**src/rtl/imem_loader_pkg.sv**
```systemverilog
// imem_loader_pkg: shared constants, state encoding and helpers for the
// boot-time instruction-memory loader.
//   - stream/field geometry (header field size, byte lanes, checksum width)
//   - loader state encoding
//   - helper telling which states accept stream bytes
// Optional feature macro used by the loader: IMEM_LOADER_CSUM_EN.
package imem_loader_pkg;

  // Stream field geometry
  localparam int unsigned HDR_BYTES = 4;
  localparam int unsigned BYTE_W    = 8;
  localparam int unsigned WORD_W    = 32;
  localparam int unsigned LANES     = WORD_W / BYTE_W;
  localparam int unsigned CSUM_W    = 32;

  // Byte-lane counter geometry
  localparam int unsigned BCNT_W    = $clog2(HDR_BYTES);
  localparam logic [BCNT_W-1:0] FIRST_LANE = BCNT_W'(0);
  localparam logic [BCNT_W-1:0] LAST_LANE  = BCNT_W'(LANES - 1);

  // Write-pulse counter width (WE_PULSE is 1..4)
  localparam int unsigned PCNT_W    = 3;

  typedef enum logic [3:0] {
    ST_HDR_ADDR = 4'd0,
    ST_HDR_LEN  = 4'd1,
    ST_DATA     = 4'd2,
    ST_WR_SETUP = 4'd3,
    ST_WR_PULSE = 4'd4,
    ST_WR_HOLD  = 4'd5,
    ST_CSUM     = 4'd6,
    ST_DONE     = 4'd7,
    ST_ERR      = 4'd8
  } state_e;

  // States in which the loader takes bytes from the stream
  function automatic logic state_accepts(input state_e s);
    return (s == ST_HDR_ADDR) || (s == ST_HDR_LEN) ||
           (s == ST_DATA)     || (s == ST_CSUM);
  endfunction

endpackage

```
**src/rtl/imem_loader_asm.sv**
```systemverilog
// imem_loader_asm: little-endian 32-bit field assembler shared by the
// address, length, data and checksum fields.
// Ports:
//   clk, rst_n        clock, async active-low reset
//   i_clr             restart the byte counter
//   i_byte_en         a stream byte transfers this cycle
//   i_byte            stream byte
//   o_word_c          assembled word, valid together with o_word_valid_c
//   o_word_valid_c    pulses on the transfer of the fourth byte
module imem_loader_asm
  import imem_loader_pkg::*;
(
  input  logic              clk,
  input  logic              rst_n,
  input  logic              i_clr,
  input  logic              i_byte_en,
  input  logic [BYTE_W-1:0] i_byte,
  output logic [WORD_W-1:0] o_word_c,
  output logic              o_word_valid_c
);

  logic [BCNT_W-1:0]        r_cnt;
  logic [WORD_W-BYTE_W-1:0] r_shift;

  // Earlier bytes sit low, so the arriving byte completes the top lane
  assign o_word_c       = {i_byte, r_shift};
  assign o_word_valid_c = i_byte_en && (r_cnt == LAST_LANE);

  // Byte counter wraps after the last lane; shift register takes bytes from the top
  always_ff @(posedge clk or negedge rst_n) begin
    if (!rst_n) begin
      r_cnt   <= FIRST_LANE;
      r_shift <= '0;
    end else if (i_clr) begin
      r_cnt   <= FIRST_LANE;
      r_shift <= '0;
    end else if (i_byte_en) begin
      r_cnt   <= r_cnt + BCNT_W'(1);
      r_shift <= {i_byte, r_shift[WORD_W-BYTE_W-1:BYTE_W]};
    end
  end

endmodule

```
**src/rtl/imem_loader.sv**
```systemverilog
// imem_loader: boot-time program loader for the fetch-stage imem debug port.
// Parses {start byte-address, word count, data words[, checksum]} from a
// byte stream (all fields 32-bit little-endian), writes each word into the
// asynchronous SRAM pair with a setup / WE_PULSE-strobe / hold sequence and
// keeps the core in reset until the whole image is written.
// Optional feature: define IMEM_LOADER_CSUM_EN to require a trailing 32-bit
// checksum (sum mod 2^32 of all data words) before the core is released.
// Parameters:
//   WE_PULSE   cycles debug_imem_we is held low per word (1..4)
//   AW         word-address width of the instruction SRAM
// Ports:
//   clk, rst_n             clock, async active-low reset
//   in_valid, in_data      stream byte offer
//   in_ready               loader takes the byte this cycle
//   core_rst               fetch-stage reset; high while the loader owns imem
//   debug_imem_oe          SRAM output enable (active-low), always 1
//   debug_imem_we          SRAM write enable (active-low)
//   debug_imem_addr/data   word address / write data
//   done                   image loaded, core released
//   err                    protocol error, core stays held
module imem_loader
  import imem_loader_pkg::*;
#(
  parameter int unsigned WE_PULSE = 1,
  parameter int unsigned AW       = 16
) (
  input  logic        clk,
  input  logic        rst_n,
  input  logic        in_valid,
  input  logic [7:0]  in_data,
  output logic        in_ready,
  output logic        core_rst,
  output logic        debug_imem_oe,
  output logic        debug_imem_we,
  output logic [31:0] debug_imem_addr,
  output logic [31:0] debug_imem_data,
  output logic        done,
  output logic        err
);

  // Number of words the SRAM holds, for the overflow check
  localparam logic [32:0] WORD_SPAN = 33'(1) << AW;

  state_e              r_state;
  logic                r_in_ready;
  logic                r_core_rst;
  logic                r_we;
  logic [31:0]         r_addr;
  logic [31:0]         r_data;
  logic                r_done;
  logic                r_err;
  logic [AW-1:0]       r_ptr;
  logic [31:0]         r_remaining;
  logic [PCNT_W-1:0]   r_pulse_cnt;
`ifdef IMEM_LOADER_CSUM_EN
  logic [CSUM_W-1:0]   r_csum;
`endif

  logic                w_byte_en;
  logic                w_clr;
  logic [WORD_W-1:0]   w_word;
  logic                w_word_valid;
  logic [32:0]         w_span_end;

  assign w_byte_en  = in_valid && r_in_ready;
  assign w_clr      = (r_state == ST_DONE) || (r_state == ST_ERR);
  // 33-bit so a huge count cannot wrap past the end of memory
  assign w_span_end = 33'(r_ptr) + 33'(w_word);

  imem_loader_asm u_asm (
    .clk            (clk),
    .rst_n          (rst_n),
    .i_clr          (w_clr),
    .i_byte_en      (w_byte_en),
    .i_byte         (in_data),
    .o_word_c       (w_word),
    .o_word_valid_c (w_word_valid)
  );

  // Loader FSM; all outputs are registered alongside the state
  always_ff @(posedge clk or negedge rst_n) begin
    if (!rst_n) begin
      r_state     <= ST_HDR_ADDR;
      r_in_ready  <= 1'b0;
      r_core_rst  <= 1'b1;
      r_we        <= 1'b1;
      r_addr      <= '0;
      r_data      <= '0;
      r_done      <= 1'b0;
      r_err       <= 1'b0;
      r_ptr       <= '0;
      r_remaining <= '0;
      r_pulse_cnt <= '0;
`ifdef IMEM_LOADER_CSUM_EN
      r_csum      <= '0;
`endif
    end else begin
      case (r_state)
        ST_HDR_ADDR: begin
          r_in_ready <= 1'b1;
          if (w_word_valid) begin
            if (w_word[1:0] != 2'b00) begin
              r_state    <= ST_ERR;
              r_err      <= 1'b1;
              r_in_ready <= 1'b0;
            end else begin
              r_ptr   <= w_word[AW+1:2];
              r_state <= ST_HDR_LEN;
            end
          end
        end

        ST_HDR_LEN: begin
          if (w_word_valid) begin
            r_remaining <= w_word;
            if (w_word == 32'd0) begin
`ifdef IMEM_LOADER_CSUM_EN
              r_state    <= ST_CSUM;
`else
              r_state    <= ST_DONE;
              r_in_ready <= 1'b0;
              r_core_rst <= 1'b0;
              r_done     <= 1'b1;
`endif
            end else if (w_span_end > WORD_SPAN) begin
              r_state    <= ST_ERR;
              r_err      <= 1'b1;
              r_in_ready <= 1'b0;
            end else begin
              r_state <= ST_DATA;
            end
          end
        end

        // Address/data only change here, on the way into WR_SETUP
        ST_DATA: begin
          if (w_word_valid) begin
            r_addr     <= 32'(r_ptr);
            r_data     <= w_word;
            r_in_ready <= 1'b0;
            r_state    <= ST_WR_SETUP;
`ifdef IMEM_LOADER_CSUM_EN
            r_csum     <= r_csum + w_word;
`endif
          end
        end

        ST_WR_SETUP: begin
          r_we        <= 1'b0;
          r_pulse_cnt <= '0;
          r_state     <= ST_WR_PULSE;
        end

        ST_WR_PULSE: begin
          if (r_pulse_cnt == PCNT_W'(WE_PULSE - 1)) begin
            r_we    <= 1'b1;
            r_state <= ST_WR_HOLD;
          end else begin
            r_pulse_cnt <= r_pulse_cnt + PCNT_W'(1);
          end
        end

        // we is back high here, so releasing the core on exit is safe
        ST_WR_HOLD: begin
          r_ptr       <= r_ptr + AW'(1);
          r_remaining <= r_remaining - 32'd1;
          if (r_remaining == 32'd1) begin
`ifdef IMEM_LOADER_CSUM_EN
            r_state    <= ST_CSUM;
            r_in_ready <= 1'b1;
`else
            r_state    <= ST_DONE;
            r_core_rst <= 1'b0;
            r_done     <= 1'b1;
`endif
          end else begin
            r_state    <= ST_DATA;
            r_in_ready <= 1'b1;
          end
        end

`ifdef IMEM_LOADER_CSUM_EN
        ST_CSUM: begin
          if (w_word_valid) begin
            r_in_ready <= 1'b0;
            if (w_word == r_csum) begin
              r_state    <= ST_DONE;
              r_core_rst <= 1'b0;
              r_done     <= 1'b1;
            end else begin
              r_state <= ST_ERR;
              r_err   <= 1'b1;
            end
          end
        end
`endif

        ST_DONE: begin
          r_in_ready <= 1'b0;
        end

        ST_ERR: begin
          r_in_ready <= 1'b0;
        end

        // Unreachable encodings park in the error state with the core held
        default: begin
          r_state    <= ST_ERR;
          r_err      <= 1'b1;
          r_in_ready <= 1'b0;
          r_we       <= 1'b1;
        end
      endcase
    end
  end

  assign in_ready        = r_in_ready && state_accepts(r_state);
  assign core_rst        = r_core_rst;
  // The loader never reads the SRAM
  assign debug_imem_oe   = 1'b1;
  assign debug_imem_we   = r_we;
  assign debug_imem_addr = r_addr;
  assign debug_imem_data = r_data;
  assign done            = r_done;
  assign err             = r_err;

endmodule
```
**config.mk**
```make
export PLATFORM = sky130hd
export DESIGN_NAME = imem_loader
export DESIGN_NICKNAME = d
export VERILOG_FILES = /design/src/rtl/imem_loader_pkg.sv /design/src/rtl/imem_loader_asm.sv /design/src/rtl/imem_loader.sv
export SDC_FILE = /design/constraint.sdc
export NUM_CORES = 1
export LEC_CHECK = 0
export CAP_MARGIN = 0
export CORE_ASPECT_RATIO = 1.4
export CORE_MARGIN = 4
export CORE_UTILIZATION = 50
export DETAILED_ROUTE_END_ITERATION = 7
export GPL_TIMING_DRIVEN = 0
export MAX_ROUTING_LAYER = met4
export PLACE_DENSITY_LB_ADDON = 0.08
export RECOVER_POWER = 100
export SLEW_MARGIN = 5
export SYNTH_ARGS = -nofsm -noshare
export SYNTH_HDL_FRONTEND = slang
export SYNTH_SLANG_ARGS = --single-unit
```
**constraint.sdc**
```tcl
create_clock -name clk -period 10.4 [get_ports clk]
set_input_delay 1.04 -clock clk [delete_from_list [all_inputs] [get_ports clk]]
set_output_delay 1.04 -clock clk [all_outputs]
set_load 0.01 [all_outputs]
```
==> flow_metrics.tcl, run 1 <==
set metrics [dict create \
    yosysMostFrequentCell "dfrtp_1" \
    combPwrFrac 0.027 \
    syn_inst 962 \
    switching_power_mw 0.271 \
    firstDrtPassIters 5 \
    drv_cap 1 \
    skew_ns 0.00787 \
    critPathKind "primary input to flop" \
    switching_share 0.227 \
    die_height_um 160 \
    ctsRootBufferMaster "clkbuf_16" \
    tns_ns 0 \
    met2_usage 0.449 \
    clk_latency_ns 0.44 \
    cts.sinks 134 \
    drtIter0Drc 778 \
    groute.layer.met3.usage 0.0447 \
    ys_seq_area_frac 0.407 \
    start_util 0.509 \
    grt_overflow_total 0 \
    htreeDepth 4 \
    violations "max-capacitance violations, max-slew violations" \
    gr-max-usage-layer "met2" \
    cts_tree "built" \
    synth_area_leaders "dfrtp_1, mux2_2, a21oi_1" \
    nFillCells 1508 \
    leakage_nw 4.24 \
    hpwl_mm 18.1 \
    p_total_mw 1.19 \
    fin_cells 1267 \
    ctsHoldBuffers 0 \
    ys_top_cells_by_count "dfrtp_1, nand2_1, a21oi_1" \
    multi_input_area_um2 4480 \
    min_path_type "flop to flop" \
    async_flop_share 1.00 \
    num_vias 7905 \
    required_ns 10.72 \
    syn_area_per_cell_um2 8.56 \
    fmax_mhz 213 \
    finalWirelength_mm 25.8 \
    cts_made_buffers 17 \
    clockBufferDepth 2 \
    numPortBuffers 58 \
    avgViaCountPerCell 6.24 \
    synth_warnings 0 \
    status "complete, but fails checks" \
    antenna_left 0 \
    arrival_ns 5.01 \
    cts_setup_buffers 0 \
    seq_area_um2 3360 \
    synth.cell_area_um2 8240 \
    cp-end-kind "flop" \
    route.detailed.drc 0 \
    drv_slew 78 \
    critPathSlowestCell "nor4_1" \
    antennaDiodeCount 0 \
    grt_max_degree 79 \
    core_um2 16200 \
    fin_hold_ws_ns 0.474 \
    synth_flop_cell "dfrtp_1" \
    drive_above_1_share 0.104 \
    wl_per_cell_um 20.4 \
    synth_seq_cells 134 \
    start_kind "primary input" \
    synth_edf_count 0 \
    grt_pass1_vias 7545 \
    areaGrowthSynthToFinish_pct 18.5 \
    grt_use_total 0.290 \
    die_x_um 116 \
    p_clk_frac 0.536 \
    antenna_found_initial 0 \
    placed_cells 1235 \
    finalCritPeriodShare 0.451 \
    critPathMaxStageDelay_ns 0.90 \
    yosysUniqueCellTypes 72 \
    finalHoldViolations 0 \
    cts_repair_resize_count 0 \
    peakVddDrop_mv 0.0926 \
    maxSlewHeadroom -1.86 \
    die-area_um2 18600 \
    cp_cell_sequence "dlygate4sd3_1 > clkbuf_1 > nand4_1 > o31ai_1 > nand3_1 > a311oi_1 > nand4_1 > or3_1 > nor4_1 > a311oi_1 > mux2_1" \
    grt_pass1_wl_mm 40.9 \
    synth_top_cell_area_share 0.401 \
    rsz0062_at_grt "no" \
    pin_count 81 \
    pwr-share-seq 0.437 \
    tightest_slew_ns 4.28 \
    num_rows 55 \
    nNetsFinal 1089 \
    layout_min_cycle_time_ns 4.69 \
    worstPathMaxFanout 10 \
    synth_top_cell_by_area "dfrtp_1" \
    intPower_mw 0.923 \
    setup_viol 0 \
    place_congestion 0.984 \
    powerDensity_nw_per_um2 122 \
    clkTransAtPathRegs_ns 0.06 \
    met1_usage 0.367 \
]
-- placed cells by master (no fill, tap or decap), types with 8 or more instances in the layout --
master         count
nor3_1            20
or3_1             10
conb_1            17
clkbuf_1          57
a211oi_1          12
inv_1             20
nand4_1           16
mux2_2            45
nor4_1            18
dlygate4sd3_1     55
o211ai_1           8
nand2b_1           9
a211o_1            9
a21oi_1           99
o21ai_0           56
clkbuf_16         17
buf_4             18
nand2_1          119
ha_1              22
a311oi_1           8
and3_1             9
nand3_1           38
nor2_1            98
o22ai_1           12
dfrtp_1          132
-- layout make-up --
class | instances | share of cell area
buffer | 82 | 0.0392
clock buffer | 19 | 0.0464
clock inverter | 13 | 0.0174
inverter | 20 | 0.00769
multi-input combinational | 741 | 0.458
sequential | 134 | 0.344
tap | 199 | 0.0255
timing repair buffer | 59 | 0.0616
-- power groups by stage --
| stage | combinational, mW | sequential (mW) | clock (mW) |
|---|---|---|---|
| after floorplan | 0.0147 | 0.531 | 0 |
| after global placement | 0.0318 | 0.531 | 0 |
| after detailed placement | 0.0334 | 0.531 | 0 |
| after CTS | 0.0333 | 0.521 | 0.645 |
| after global routing | 0.0367 | 0.521 | 0.666 |
| final | 0.0328 | 0.521 | 0.639 |
-- metrics by stage --
stage	utilization	setup slack, ns	area (um2)
floorplan	-	6.97	8300
global placement	0.564	2.75	9130
detailed placement	0.566	5.83	9150
CTS	0.605	6.19	9780
global route	0.604	4.87	9760
finish	0.604	5.71	9760
-- worst max-delay path, delay by kind of cell --
kind | cells | cell delay [ns]
buf+inv | 2 | 1.07
compound gates | 3 | 0.81
simple gates | 5 | 1.73
mux | 1 | 0.36
-- routing by layer --
metal  wire (um)  part of all wire
met1       10200              0.40
met2       12300              0.48
met3        1990             0.077
met4        1270             0.049
met5           0                 0
-- cell families (layout without fill, tap and decap cells) --
kind of cell    count (synthesis)  count (layout)  synth area share
compound gates                272             272             0.209
buf+inv                       102             193            0.0556
fa+ha+maj                      23              23            0.0358
mux                            50              50            0.0677
other cells                     2              17          0.000912
xor+xnor                       10              10            0.0106
simple gates                  369             369             0.213
flops                         134             134             0.407
-- path summary, 6_finish.rpt --
kind	start	to	slack, ns	depth (start not counted)
max	in_data[1]	r_in_ready	5.71	11
min	done	done	0.47	1
max reg2reg	u_asm.r_shift[8]	r_in_ready	5.75	11
min reg2reg	done	done	0.47	1
max in group asynchronous	rst_n	r_in_ready	5.87	1
min in group asynchronous	rst_n	debug_imem_addr[11]	2.11	1
-- sequential cells by signal (all words and copies together) (netlist names) --
register / flops
r_pulse_cnt: 3
debug_imem_data: 32
u_asm.r_shift: 24
r_ptr: 16
done: 1
core_rst: 1
r_remaining: 32
err: 1
debug_imem_we: 1
r_state: 4
r_in_ready: 1
u_asm.r_cnt: 2
debug_imem_addr: 16
No activity file was read; power rests on OpenSTA's default activity.
==> inputs of run 2 (changes only) <==
==> constraint.sdc (replaced) <==
create_clock -name clk -period 4.2 [get_ports clk]
set_input_delay 0.42 -clock clk [delete_from_list [all_inputs] [get_ports clk]]
set_output_delay 0.42 -clock clk [all_outputs]
set_load 0.01 [all_outputs]
==> run 2 against run 1 <==
Against the previous run: the run still ends with max-capacitance violations, max-slew violations left; setup slack worse by 5.7 ns; via count up 0.71%; hold slack worse by 0.024 ns; sequential share of layout area about the same.
==> flow_metrics.tcl, run 2 (same netlist as run 1, synthesis figures left out) <==
set metrics [dict create \
    route.detailed.drc 0 \
    start_util 0.509 \
    required_ns 4.52 \
    grt_pass1_wl_mm 40.9 \
    fin_hold_ws_ns 0.450 \
    hpwl_mm 18.1 \
    pin_count 81 \
    num_vias 7961 \
    clk_latency_ns 0.44 \
    place_congestion 0.984 \
    nFillCells 1505 \
    min_path_type "primary input to flop" \
    grt_overflow_total 0 \
    tns_ns 0 \
    maxSlewHeadroom -0.295 \
    firstDrtPassIters 5 \
    die-area_um2 18600 \
    clockBufferDepth 2 \
    cts_tree "built" \
    cts_made_buffers 17 \
    dpl_worst_slack_ns 0.0169 \
    finalWirelength_mm 25.8 \
    drv_slew 82 \
    ctsRootBufferMaster "clkbuf_16" \
    areaGrowthSynthToFinish_pct 18.5 \
    leakage_nw 4.23 \
    nNetsFinal 1089 \
    start_kind "flop" \
    num_rows 55 \
    antenna_left 0 \
    clkTransAtPathRegs_ns 0.06 \
    drive_above_1_share 0.109 \
    htreeDepth 4 \
    finalCritPeriodShare 0.992 \
    cp-end-kind "flop" \
    seq_area_um2 3360 \
    core_um2 16200 \
    layout_commonest_cell "dfrtp_1" \
    setup_slack_ns 0.0348 \
    antennaDiodeCount 0 \
    critPathKind "flop to flop" \
    die_height_um 160 \
    rsz0062_at_grt "no" \
    grt_pass1_vias 7545 \
    cts.sinks 134 \
    grt_max_degree 79 \
    setup_viol 0 \
    tightest_slew_ns 1.94 \
    cts_repair_resize_count 1 \
    ctsHoldBuffers 0 \
    grt_use_total 0.290 \
    status "complete, but fails checks" \
    finalHoldViolations 0 \
    layout_common_cells "dfrtp_1, nand2_1, nor2_1, a21oi_1, clkbuf_1" \
    antenna_found_initial 0 \
    fin_area_um2 9770 \
    layout_min_cycle_time_ns 4.17 \
    violations "max-capacitance violations, max-slew violations" \
    peakVddDrop_mv 0.230 \
    place_area_um2 9150 \
    numPortBuffers 58 \
    avgViaCountPerCell 6.28 \
    skew_ns 0.0109 \
    arrival_ns 4.48 \
    drtIter0Drc 877 \
    multi_input_area_um2 4500 \
    wl_per_cell_um 20.3 \
    fmax_mhz 240 \
    powerDensity_nw_per_um2 303 \
    drv_cap 2 \
    worstPathMaxFanout 8 \
    die_x_um 116 \
    cts_setup_buffers 0 \
]
-- run 2: area by class of cell --
cell class,count,area share
buffer,82,0.0392
clock buffer,19,0.0464
clock inverter,13,0.0174
inverter,20,0.00769
multi-input combinational,741,0.461
sequential,134,0.344
tap,199,0.0255
timing repair buffer,59,0.0594
-- run 2: critical path, stage by stage, from the launching register on --
cell and delay [ns]:
dfrtp_1 0.68, ha_1 0.35, buf_6 0.14, a211o_1 0.33, a21o_1 0.22, nor2b_4 0.14
or4_4 0.53, a2111oi_2 0.33, a41oi_1 0.29, nor4_4 0.50, a311oi_1 0.19, mux2_1 0.34
-- run 2: metal layers --
metal	up-vias	track usage	share of wire
li1	3683	-	-
met1	3857	0.367	0.40
met2	353	0.449	0.49
met3	68	0.0447	0.070
met4	0	0.144	0.043
met5	-	-	0
-- run 2: final timing paths --
kind	to	from	cells after the start	slack, ns
hold reg to reg	done	done	1	0.47
setup / recovery	r_in_ready	u_asm.r_shift[8]	11	0.03
max in group asynchronous	r_ptr[13]	rst_n	2	1.32
min in group asynchronous	debug_imem_addr[11]	rst_n	1	0.51
setup reg to reg	r_in_ready	u_asm.r_shift[8]	11	0.03
hold / removal	u_asm.r_shift[21]	in_data[5]	3	0.45
-- run 2: stage by stage --
stage                     instances  total power [mW]   util
after floorplan                 977              1.35      -
after global placement         1234              1.39  0.564
after detailed placement       1235              1.40  0.566
after CTS                      1267              2.97  0.605
after global routing           1267              3.03  0.604
final                          1267              2.95  0.604
-- run 2: power by group --
part / switching [mW] / internal (mW) / total (mW)
clock network: 0.615 / 0.970 / 1.59
logic: 0.0568 / 0.0218 / 0.0786
registers: 0 / 1.29 / 1.29
==> inputs of run 3 (changes only) <==
--- a/config.mk
+++ b/config.mk
@@ -17,4 +17,5 @@
 export SLEW_MARGIN = 5
 export SYNTH_ARGS = -nofsm -noshare
 export SYNTH_HDL_FRONTEND = slang
+export SYNTH_HIERARCHICAL = 1
 export SYNTH_SLANG_ARGS = --single-unit
==> run 3 against run 2 <==
Against the previous run: the run still ends with max-capacitance violations, max-slew violations left; global-route usage decreased by 0.35 points; die area increased by 0.23%; critical path type unchanged; critical path depth increased by 1; via count decreased by 6.5%; hold slack improved by 0.0090 ns; register-to-register slack improved by 0.17 ns; setup slack improved by 0.17 ns; utilization increased by 0.32 points; largest cell class unchanged; cell area increased by 0.53%; clock skew decreased by 0.00069 ns.
==> flow_metrics.tcl, run 3 <==
set metrics [dict create \
    clk_latency_ns 0.43 \
    num_rows 55 \
    avgViaCountPerCell 6.10 \
    antenna_left 0 \
    fin_area_um2 9820 \
    layout_common_cells "dfrtp_1, nor2_1, nand2_1, a21oi_1, o21ai_0" \
    cts_setup_buffers 0 \
    finalWirelength_mm 25.0 \
    synth_seq_cells 134 \
    synth.cell_area_um2 8260 \
    dpl_worst_slack_ns 0.177 \
    crit_buf_inv 0 \
    die_height_um 160 \
    clkTransAtPathRegs_ns 0.06 \
    cts.sinks 134 \
    layout_commonest_cell "dfrtp_1" \
    powerDensity_nw_per_um2 298 \
    route.detailed.drc 0 \
    start_util 0.511 \
    p_clk_frac 0.528 \
    synth_warnings 6 \
    drv_cap 1 \
    arrival_ns 4.32 \
    syn_area_per_cell_um2 9.08 \
    synth_flop_cell "dfrtp_1" \
    pwr-share-seq 0.441 \
    setup_slack_ns 0.205 \
    yosysUniqueCellTypes 86 \
    grt_overflow_total 0 \
    synth_edf_count 0 \
    switching_power_mw 0.666 \
    combPwrFrac 0.031 \
    pin_count 81 \
    synth_area_leaders "dfrtp_1, mux2_2, nor2_1" \
    synth_top_cell_by_area "dfrtp_1" \
    areaGrowthSynthToFinish_pct 18.9 \
    worstPathMaxFanout 9 \
    switching_share 0.228 \
    antennaDiodeCount 0 \
    wl_per_cell_um 20.5 \
    critPathMaxStageDelay_ns 0.48 \
    cts_tree "built" \
    cp_cell_sequence "ha_1 > fa_1 > a211oi_2 > o21ai_2 > a211o_2 > xor2_1 > a311o_1 > nor4_2 > a41oi_2 > nor4_4 > nor3_1 > a2111oi_2" \
    start_kind "flop" \
    tightest_slew_ns 2.99 \
    place_congestion 0.970 \
    nNetsFinal 1043 \
    num_vias 7445 \
    grt_max_degree 83 \
    layout_min_cycle_time_ns 3.99 \
    maxSlewHeadroom -0.995 \
    ctsRootBufferMaster "clkbuf_16" \
    clockBufferDepth 2 \
    status "complete, but fails checks" \
    die-area_um2 18700 \
    drv_slew 53 \
    drtIter0Drc 633 \
    critPathKind "flop to flop" \
    critPathSlowestCell "dfrtp_2" \
    finalHoldViolations 0 \
    fmax_mhz 250 \
    die_x_um 117 \
    cts_made_buffers 17 \
    intPower_mw 2.26 \
    finalCritPeriodShare 0.951 \
    yosysMostFrequentCell "dfrtp_1" \
    synth_top_cell_area_share 0.400 \
    syn_inst 910 \
    core_um2 16200 \
    min_path_type "flop to flop" \
    ys_seq_area_frac 0.406 \
    antenna_found_initial 0 \
    grt_pass1_wl_mm 40.3 \
    peakVddDrop_mv 0.276 \
    leakage_nw 4.44 \
    drive_above_1_share 0.141 \
    setup_viol 0 \
    ys_top_cells_by_count "dfrtp_1, nor2_1, nand2_1" \
    hpwl_mm 17.7 \
    async_flop_share 1.00 \
    htreeDepth 4 \
    grt_use_total 0.287 \
    skew_ns 0.0102 \
    firstDrtPassIters 5 \
    grt_pass1_vias 7275 \
    nFillCells 1448 \
    rsz0062_at_grt "no" \
    cp_top_family "compound AO/OA/AOI/OAI gates" \
    required_ns 4.52 \
    violations "max-capacitance violations, max-slew violations" \
    place_area_um2 9220 \
    cp-end-kind "flop" \
    numPortBuffers 63 \
]
## run 3: cell types whose count changed in the layout (fill, tap and decap cells not counted), moves of 8 or more
| cell | change |
|---|---|
| nand2_1 | -34 |
| mux2i_1 | +23 |
| nand3_1 | -13 |
| a211o_1 | -8 |
| clkbuf_1 | -18 |
| a21oi_1 | -30 |
| buf_4 | +8 |
## run 3: logic make-up after synthesis
family | synth area share
AOI/OAI and AO/OA | 0.186
xor gates and xnor gates | 0.0127
buffers and inverters | 0.0630
adders and majority gates | 0.0358
other | 0.000909
and+or+nand+nor | 0.196
DFF | 0.406
muxes | 0.0995
## run 3: final timing paths
kind / from / endpoint / slack (ns) / cells after the start
worst max-delay path: r_ptr[0] / r_state[1] / 0.21 / 12
worst min-delay path: done / done / 0.46 / 1
worst max register to register: r_ptr[0] / r_state[1] / 0.21 / 12
worst min register to register: done / done / 0.46 / 1
max in group asynchronous: rst_n / debug_imem_data[18] / 0.99 / 2
min in group asynchronous: rst_n / r_remaining[23] / 1.52 / 2
## run 3: metrics by stage
step | power, mW | hold slack, ns | setup TNS (ns) | util | instances
after floorplan | 1.36 | 0.124 | 0 | - | 925
after global placement | 1.40 | 0.457 | -370.69 | 0.569 | 1187
after detailed placement | 1.41 | 0.415 | 0 | 0.570 | 1188
after CTS | 2.95 | 0.473 | 0 | 0.608 | 1220
after global routing | 3.01 | 0.485 | 0 | 0.607 | 1220
final | 2.93 | 0.459 | 0 | 0.607 | 1220
## run 3: power by group through the flow
stage               Combinational (mW)  Clock [mW]  Sequential (mW)
floorplan                       0.0415           0             1.31
global placement                0.0872           0             1.32
detailed placement              0.0909           0             1.31
CTS                             0.0918        1.56             1.29
global route                     0.101        1.62             1.29
finish                          0.0902        1.54             1.29
## run 3: area by class of cell
cell class	count	area, um2	share of cell area
clock buffer	17	425	0.0433
sequential	134	3360	0.342
tap	199	249	0.0254
buffer	77	412	0.0419
clock inverter	14	173	0.0176
timing repair buffer	65	662	0.0674
inverter	22	82.6	0.00841
multi-input combinational	692	4460	0.454
## run 3: worst register-to-register path: cells and delay by family (launching register included)
family / cells / cell delay, ns
AO/OA/AOI/OAI: 6 / 1.70
AND/OR/NAND/NOR: 3 / 0.85
adder cells (fa/ha/maj): 2 / 0.71
flip-flops: 1 / 0.48
XOR/XNOR: 1 / 0.15
## run 3: timing repair
item	in CTS	in global routing
setup endpoints to repair	0	2
gates resized for setup	0	4
endpoints found under the hold margin	50	0
hold buffers	1	0
## run 3: layer usage
layer,share of wire,global-route usage,wire [um]
met1,0.40,0.358,10100
met2,0.50,0.456,12400
met3,0.060,0.0497,1490
met4,0.040,0.118,1010
met5,0,-,0
